`src/rtl/alu_issue_unit.sv`:
```
`default_nettype none
// ============================================================================
// Module   : alu_issue_unit
// Brief    : Handshaked operand/opcode issue and result capture for the ALU.
// Revision : 1.0 - initial release
// ============================================================================
module alu_issue_unit #(
    parameter int WIDTH  = 16,
    parameter int OPW    = 4,
    parameter int SETTLE = 1
) (
    input  logic             clk,
    input  logic             reset,
    input  logic             req_valid,
    output logic             req_ready,
    input  logic [WIDTH-1:0] req_a,
    input  logic [WIDTH-1:0] req_b,
    input  logic [OPW-1:0]   req_op,
    output logic [WIDTH-1:0] alu_a,
    output logic [WIDTH-1:0] alu_b,
    output logic [OPW-1:0]   alu_opcode,
    input  logic [WIDTH-1:0] alu_r,
    input  logic             alu_cout,
    input  logic             alu_zero,
    input  logic             alu_error,
    input  logic [1:0]       alu_compareVal,
    output logic             rsp_valid,
    input  logic             rsp_ready,
    output logic [WIDTH-1:0] rsp_r,
    output logic             rsp_cout,
    output logic             rsp_zero,
    output logic             rsp_error,
    output logic [1:0]       rsp_compare,
    output logic [7:0]       err_count,
    output logic             busy
);

    localparam int         c_CNT_W     = 4;
    localparam logic [3:0] c_SETTLE_M1 = 4'(SETTLE - 1);

    typedef enum logic [1:0] {
        IDLE  = 2'd0,
        DRIVE = 2'd1,
        HOLD  = 2'd2
    } state_t;

    state_t               r_state;
    state_t               w_state_nxt;
    logic [c_CNT_W-1:0]   r_cnt;
    logic [WIDTH-1:0]     r_alu_a;
    logic [WIDTH-1:0]     r_alu_b;
    logic [OPW-1:0]       r_alu_op;
    logic [WIDTH-1:0]     r_rsp_r;
    logic                 r_rsp_cout;
    logic                 r_rsp_zero;
    logic                 r_rsp_error;
    logic [1:0]           r_rsp_cmp;
    logic [7:0]           r_err_count;
    logic                 w_req_ready;
    logic                 w_accept;
    logic                 w_capture;

    always_ff @(posedge clk or posedge reset) begin
        if (reset) begin
            r_state <= IDLE;
        end else begin
            r_state <= w_state_nxt;
        end
    end

    // HOLD forwards rsp_ready to req_ready so a retiring response can overlap
    // with acceptance of the next request in the same cycle.
    always_comb begin
        w_state_nxt = r_state;
        w_req_ready = 1'b0;
        w_capture   = 1'b0;
        case (r_state)
            IDLE: begin
                w_req_ready = 1'b1;
                if (req_valid) begin
                    w_state_nxt = DRIVE;
                end
            end
            DRIVE: begin
                if (r_cnt == '0) begin
                    w_capture   = 1'b1;
                    w_state_nxt = HOLD;
                end
            end
            HOLD: begin
                w_req_ready = rsp_ready;
                if (rsp_ready) begin
                    w_state_nxt = req_valid ? DRIVE : IDLE;
                end
            end
            default: begin
                w_state_nxt = IDLE;
            end
        endcase
    end

    assign w_accept = req_valid & w_req_ready;

    always_ff @(posedge clk or posedge reset) begin
        if (reset) begin
            r_cnt       <= '0;
            r_alu_a     <= '0;
            r_alu_b     <= '0;
            r_alu_op    <= '0;
            r_rsp_r     <= '0;
            r_rsp_cout  <= 1'b0;
            r_rsp_zero  <= 1'b0;
            r_rsp_error <= 1'b0;
            r_rsp_cmp   <= '0;
            r_err_count <= '0;
        end else begin
            if (w_accept) begin
                r_alu_a  <= req_a;
                r_alu_b  <= req_b;
                r_alu_op <= req_op;
                r_cnt    <= c_SETTLE_M1;
            end else if (r_state == DRIVE && r_cnt != '0) begin
                r_cnt <= r_cnt - 4'd1;
            end
            if (w_capture) begin
                r_rsp_r     <= alu_r;
                r_rsp_cout  <= alu_cout;
                r_rsp_zero  <= alu_zero;
                r_rsp_error <= alu_error;
                r_rsp_cmp   <= alu_compareVal;
                if (alu_error && r_err_count != 8'hFF) begin
                    r_err_count <= r_err_count + 8'd1;
                end
            end
        end
    end

    // Gated by reset so every output reads 0 while reset is asserted.
    assign req_ready   = w_req_ready & ~reset;
    assign alu_a       = r_alu_a;
    assign alu_b       = r_alu_b;
    assign alu_opcode  = r_alu_op;
    assign rsp_valid   = (r_state == HOLD);
    assign rsp_r       = r_rsp_r;
    assign rsp_cout    = r_rsp_cout;
    assign rsp_zero    = r_rsp_zero;
    assign rsp_error   = r_rsp_error;
    assign rsp_compare = r_rsp_cmp;
    assign err_count   = r_err_count;
    assign busy        = (r_state != IDLE);

endmodule
`default_nettype wire

```
`config.mk`:
```
export PLATFORM = sky130hd
export DESIGN_NAME = alu_issue_unit
export DESIGN_NICKNAME = d
export VERILOG_FILES = /design/src/rtl/alu_issue_unit.sv
export SDC_FILE = /design/constraint.sdc
export NUM_CORES = 1
export LEC_CHECK = 0
export ABC_AREA = 1
export ABC_CLOCK_PERIOD_IN_PS = 3100
export CAP_MARGIN = 25
export CORE_AREA = 2 2 81 99
export CTS_CLUSTER_DIAMETER = 200
export CTS_CLUSTER_SIZE = 25
export DETAILED_ROUTE_END_ITERATION = 8
export DIE_AREA = 0 0 83 101
export PLACE_DENSITY_LB_ADDON = 0.05
export SLEW_MARGIN = 20
export SYNTH_ARGS = -nofsm -noshare
export SYNTH_HDL_FRONTEND = slang
export SYNTH_SLANG_ARGS = --single-unit
```
`constraint.sdc`:
```
create_clock -name clk -period 3.1 [get_ports clk]
set_input_delay 0.93 -clock clk [delete_from_list [all_inputs] [get_ports clk]]
set_output_delay 0.93 -clock clk [all_outputs]
set_load 0.05 [all_outputs]
```
* After elaboration in Yosys (flattened, before gate mapping) *
Cells that the tools add are included.

operators by class
  $add $sub $neg = 2
  eq/ne operators = 6
  multiplexer cells = 10
  bitwise operators = 3
  reduce and logical (&&, ||, !) cells = 9

operators with widths
  cell                                                    number
  adder 8 x 1 -> 8 bit (second input constant)            1
  2-to-1 mux 4 bit                                        2
  inequality test 8 bit (second input constant)           1
  2-to-1 mux 2 bit                                        3
  case mux 2 bit (3 select lines)                         1
  zero test 4 bit                                         1
  inequality test 2 bit (second input constant)           2
  nonzero test 2 bit                                      2
  nonzero test 4 bit                                      1
  subtractor 4 x 1 -> 4 bit (second input constant)       1
  2-to-1 mux 1 bit                                        3
  AND reduction 3 bit                                     1
  bitwise AND 1 bit                                       2
  equality test 2 x 1 -> 1 bit (second input constant)    1
  equality test 2 bit (second input constant)             1
  logical AND 1 bit                                       2
  zero test 2 bit                                         1
  inequality test 2 x 1 -> 1 bit (second input constant)  1
  case mux 1 bit (2 select lines)                         1
  AND reduction 2 bit                                     1
  inverter 1 bit                                          1

storage, ports and cells
  register bits after elaboration = 71
  input port bits = 61
  word-level logic and storage cells = 41

* Logic depth before layout (Yosys ltp) *
  word-level depth = 4
  depth in mapped cells = 8
  gate-level depth less buffers = 8

* Worst setup path before layout *
No wires, ideal clock.

  kind = input-to-output
  start point = input port rsp_ready
  end point = output port req_ready
  arrival = 1.785 ns
  slack = 0.385 ns
  stages = 2
  path buffers = 0
  cells stage by stage = nand2_2 a21oi_1

between the ends
  cells in the longest elaborated chain, start to end = 2

ends and longest elaborated chain
  element                          RTL line  source
  from (decl)                      28        input logic rsp_ready,
  case mux 1 bit (2 select lines)  77        case (r_state)
  bitwise AND 1 bit                139       assign req_ready = w_req_ready & ~reset;
  to (decl)                        15        output logic req_ready,

No other way between the ends.

* Worst setup path in the final report *
Ends and elaborated chain as after synthesis.

==> impl_results.md <==
- Outcome: finished, final reports clean
- Fin. max-slew vios: 0
- Worst-path clk slew: 70 ps
- Met3 Usage GRT: 6.22%
- Average cell area after synthesis: 8.68 sq um
- Maximum number of pins on one net before global-route repair: 72
- First-pass GRT wire length: 12.2 mm
- Row Count: 35
- Worst-Skew Late Latency: 340 ps
- DIE AREA: 8380 sq um
- Post-synthesis sequential area ratio: 57.3%
- Total GRT Usage: 18.2%
- DRT antenna net count: 0
- Finish-stage setup viols: 0
- Achievable frequency: 0.346 GHz
- Core area: 7490 sq um
- Cell area after synthesis: 3100 sq um
- WS Path Type: primary input to output port
- Final worst path period need: 2890 ps
- Crit path arrival time: 1960 ps
- Critical Path RT: 2170 ps
- Mapped Nets: 421
- Drt first pass iters: 4
- Most Crowded Layer GR: met2
- DRT Wirelength: 7.45 mm
- Dpl hpwl: 5.10 mm
- GRT Residual Overflow: 0
- Total clock sinks: 71
- Hold Fails Final Rpt: 0
- Library cells used by synthesis: 24
- Fill count: 649
- Worst hold path type: register to register
- Least-Margin Pin Slew: 592 ps
- Pwr Density: 1230 nW/um^2
- Synth-to-Final Area Change: 50.8%
- Initial Util: 41.4%
- Largest cells by area after synthesis: dfrtp_1 (57%), nand2_1 (20%), nand3_1 (6.8%), nand2_2 (2.4%), inv_1 (1.5%)
- Most area-hungry cell type in the Yosys netlist: dfrtp_1
- Via-to-Cell Ratio: 4.69
- Clk Tree Root Cell: clkbuf_8
- Critical Path Source Type: primary input
- Die Height: 101 um
- Ys Warns: 0
- Slew HR: 60.4%
- Net count, final: 548
- Worst clock skew: 7.99 ps
- Synthesis-stage register bit count: 71
- Met1 Usage GRT: 22.4%
- CP Max Fanout: 2
- Die X: 83 um
- Hold buffer count at CTS: 0
- Layout cells sized above 1: 8.81%
- Mapped Cells: 357
- Max rail drop VDD: 661 uV
- DRC Markers: 0
- Clock Tree Buf Depth: 2
- Unrepaired setup endpoints after global routing: no
- Area after DPL: 4430 sq um
- Initial antenna violation count: 0
- CTS tree: done
- Vias in the first global route: 2618
- Vias post-DR: 2722
- DR iter-0 viols: 131
- Final Cell Area: 4680 sq um
- Leak pwr: 2.28 nW
- Max-cap violation count: 0
- Proportion of netlist area held by the largest area contributor: 57.3%
- I/O Buffers: 128
- Post_cts resized: 0
- Layout Utilization: 62.4%
- Setup repair bufs after CTS: 0
- IO Count: 129
- Wirelength per Cell: 12.9 um
- Ant. Diodes: 0
- Num CTS Buffers: 9
- Crit. End Element: output port
- RePlAce Congestion: 0.750
- Total negative slack: 0 ps
- Routing usage on met2: 28.6%
- H-Tree Depth: 3
- Tcrit/Tclk final: 93.1%
## final timing paths
check | from | cells past startpoint | slack [ps] | endpoint
max reg2reg | r_cnt[0] | 7 | 1180 | rsp_cout
min in group asynchronous | reset | 3 | 1010 | rsp_r[10]
max in group asynchronous | reset | 3 | 1750 | alu_a[3]
max | rsp_ready | 4 | 210 | req_ready
min | rsp_r[15] | 2 | 470 | rsp_r[15]
min reg2reg | rsp_r[15] | 2 | 470 | rsp_r[15]
## logic make-up (layout without fill, tap and decap cells)
kind of cell / Yosys count / in the layout / share of synthesized area [%]
simple gates: 243 / 243 / 33.9
flops: 71 / 71 / 57.3
buf+inv: 30 / 161 / 5.37
compound gates: 6 / 6 / 1.09
xor+xnor: 4 / 4 / 1.13
fa+ha+maj: 3 / 3 / 1.21
## area by class of cell
| class | count | area [sq um] | share of cell area (%) |
|---|---|---|---|
| tap | 92 | 115 | 2.46 |
| timing repair buffer | 131 | 1330 | 28.4 |
| multi-input combinational | 256 | 1160 | 24.8 |
| clock inverter | 5 | 106 | 2.27 |
| inverter | 15 | 56.3 | 1.20 |
| clock buffer | 10 | 138 | 2.94 |
| sequential | 71 | 1780 | 38.0 |
## where the power goes
group | total, mW | internal (mW) | switching [mW]
Clock | 0.898 | 0.553 | 0.344
Combinational | 3.27 | 1.03 | 2.24
Sequential | 1.59 | 1.34 | 0.252
## metal layers
metal	vias up	routed length, um
met5	-	0
met4	0	174
met3	14	579
met2	94	3470
met1	1248	3230
li1	1366	-
## metrics by stage
step | std cells | setup slack [ps] | total power, mW | hold slack (ps)
after floorplan | 357 | 373 | 3.85 | 493
after global placement | 565 | 241 | 4.87 | 453
after detailed placement | 565 | 208 | 4.91 | 457
after CTS | 580 | 206 | 5.83 | 476
after global routing | 580 | 161 | 6.09 | 495
final | 580 | 214 | 5.76 | 473
## worst max-delay path, stage by stage
cell and delay [ps]:
clkdlybuf4s50_1 500, nand2_2 90, a21oi_1 260, buf_12 170
## cells in the mapped netlist (all sizes together)
master	instances
clkbuf	1
nand4	5
ha	3
o31ai	1
a21oi	1
xor2	4
nand3	43
o22ai	1
buf	14
nand2	183
dfrtp	71
o21ai	3
nor2	12
inv	15
## flip-flops by register name, summed over array words and instances (netlist names), 2 cells and up
| register | count |
|---|---|
| rsp_compare | 2 |
| alu_a | 16 |
| alu_b | 16 |
| r_state | 2 |
| err_count | 8 |
| rsp_r | 16 |
| r_cnt | 4 |
| alu_opcode | 4 |
## cell usage in the layout, fill, tap and decap left out, drive strengths merged, types with 4 or more instances in the layout
master / instances
buf: 4
inv: 15
xor2: 4
nand2: 183
clkdlybuf4s50: 127
nand4: 5
clkbuf: 10
dfrtp: 71
nor2: 12
nand3: 43
Note: power is estimated with default switching activity, not from simulation.
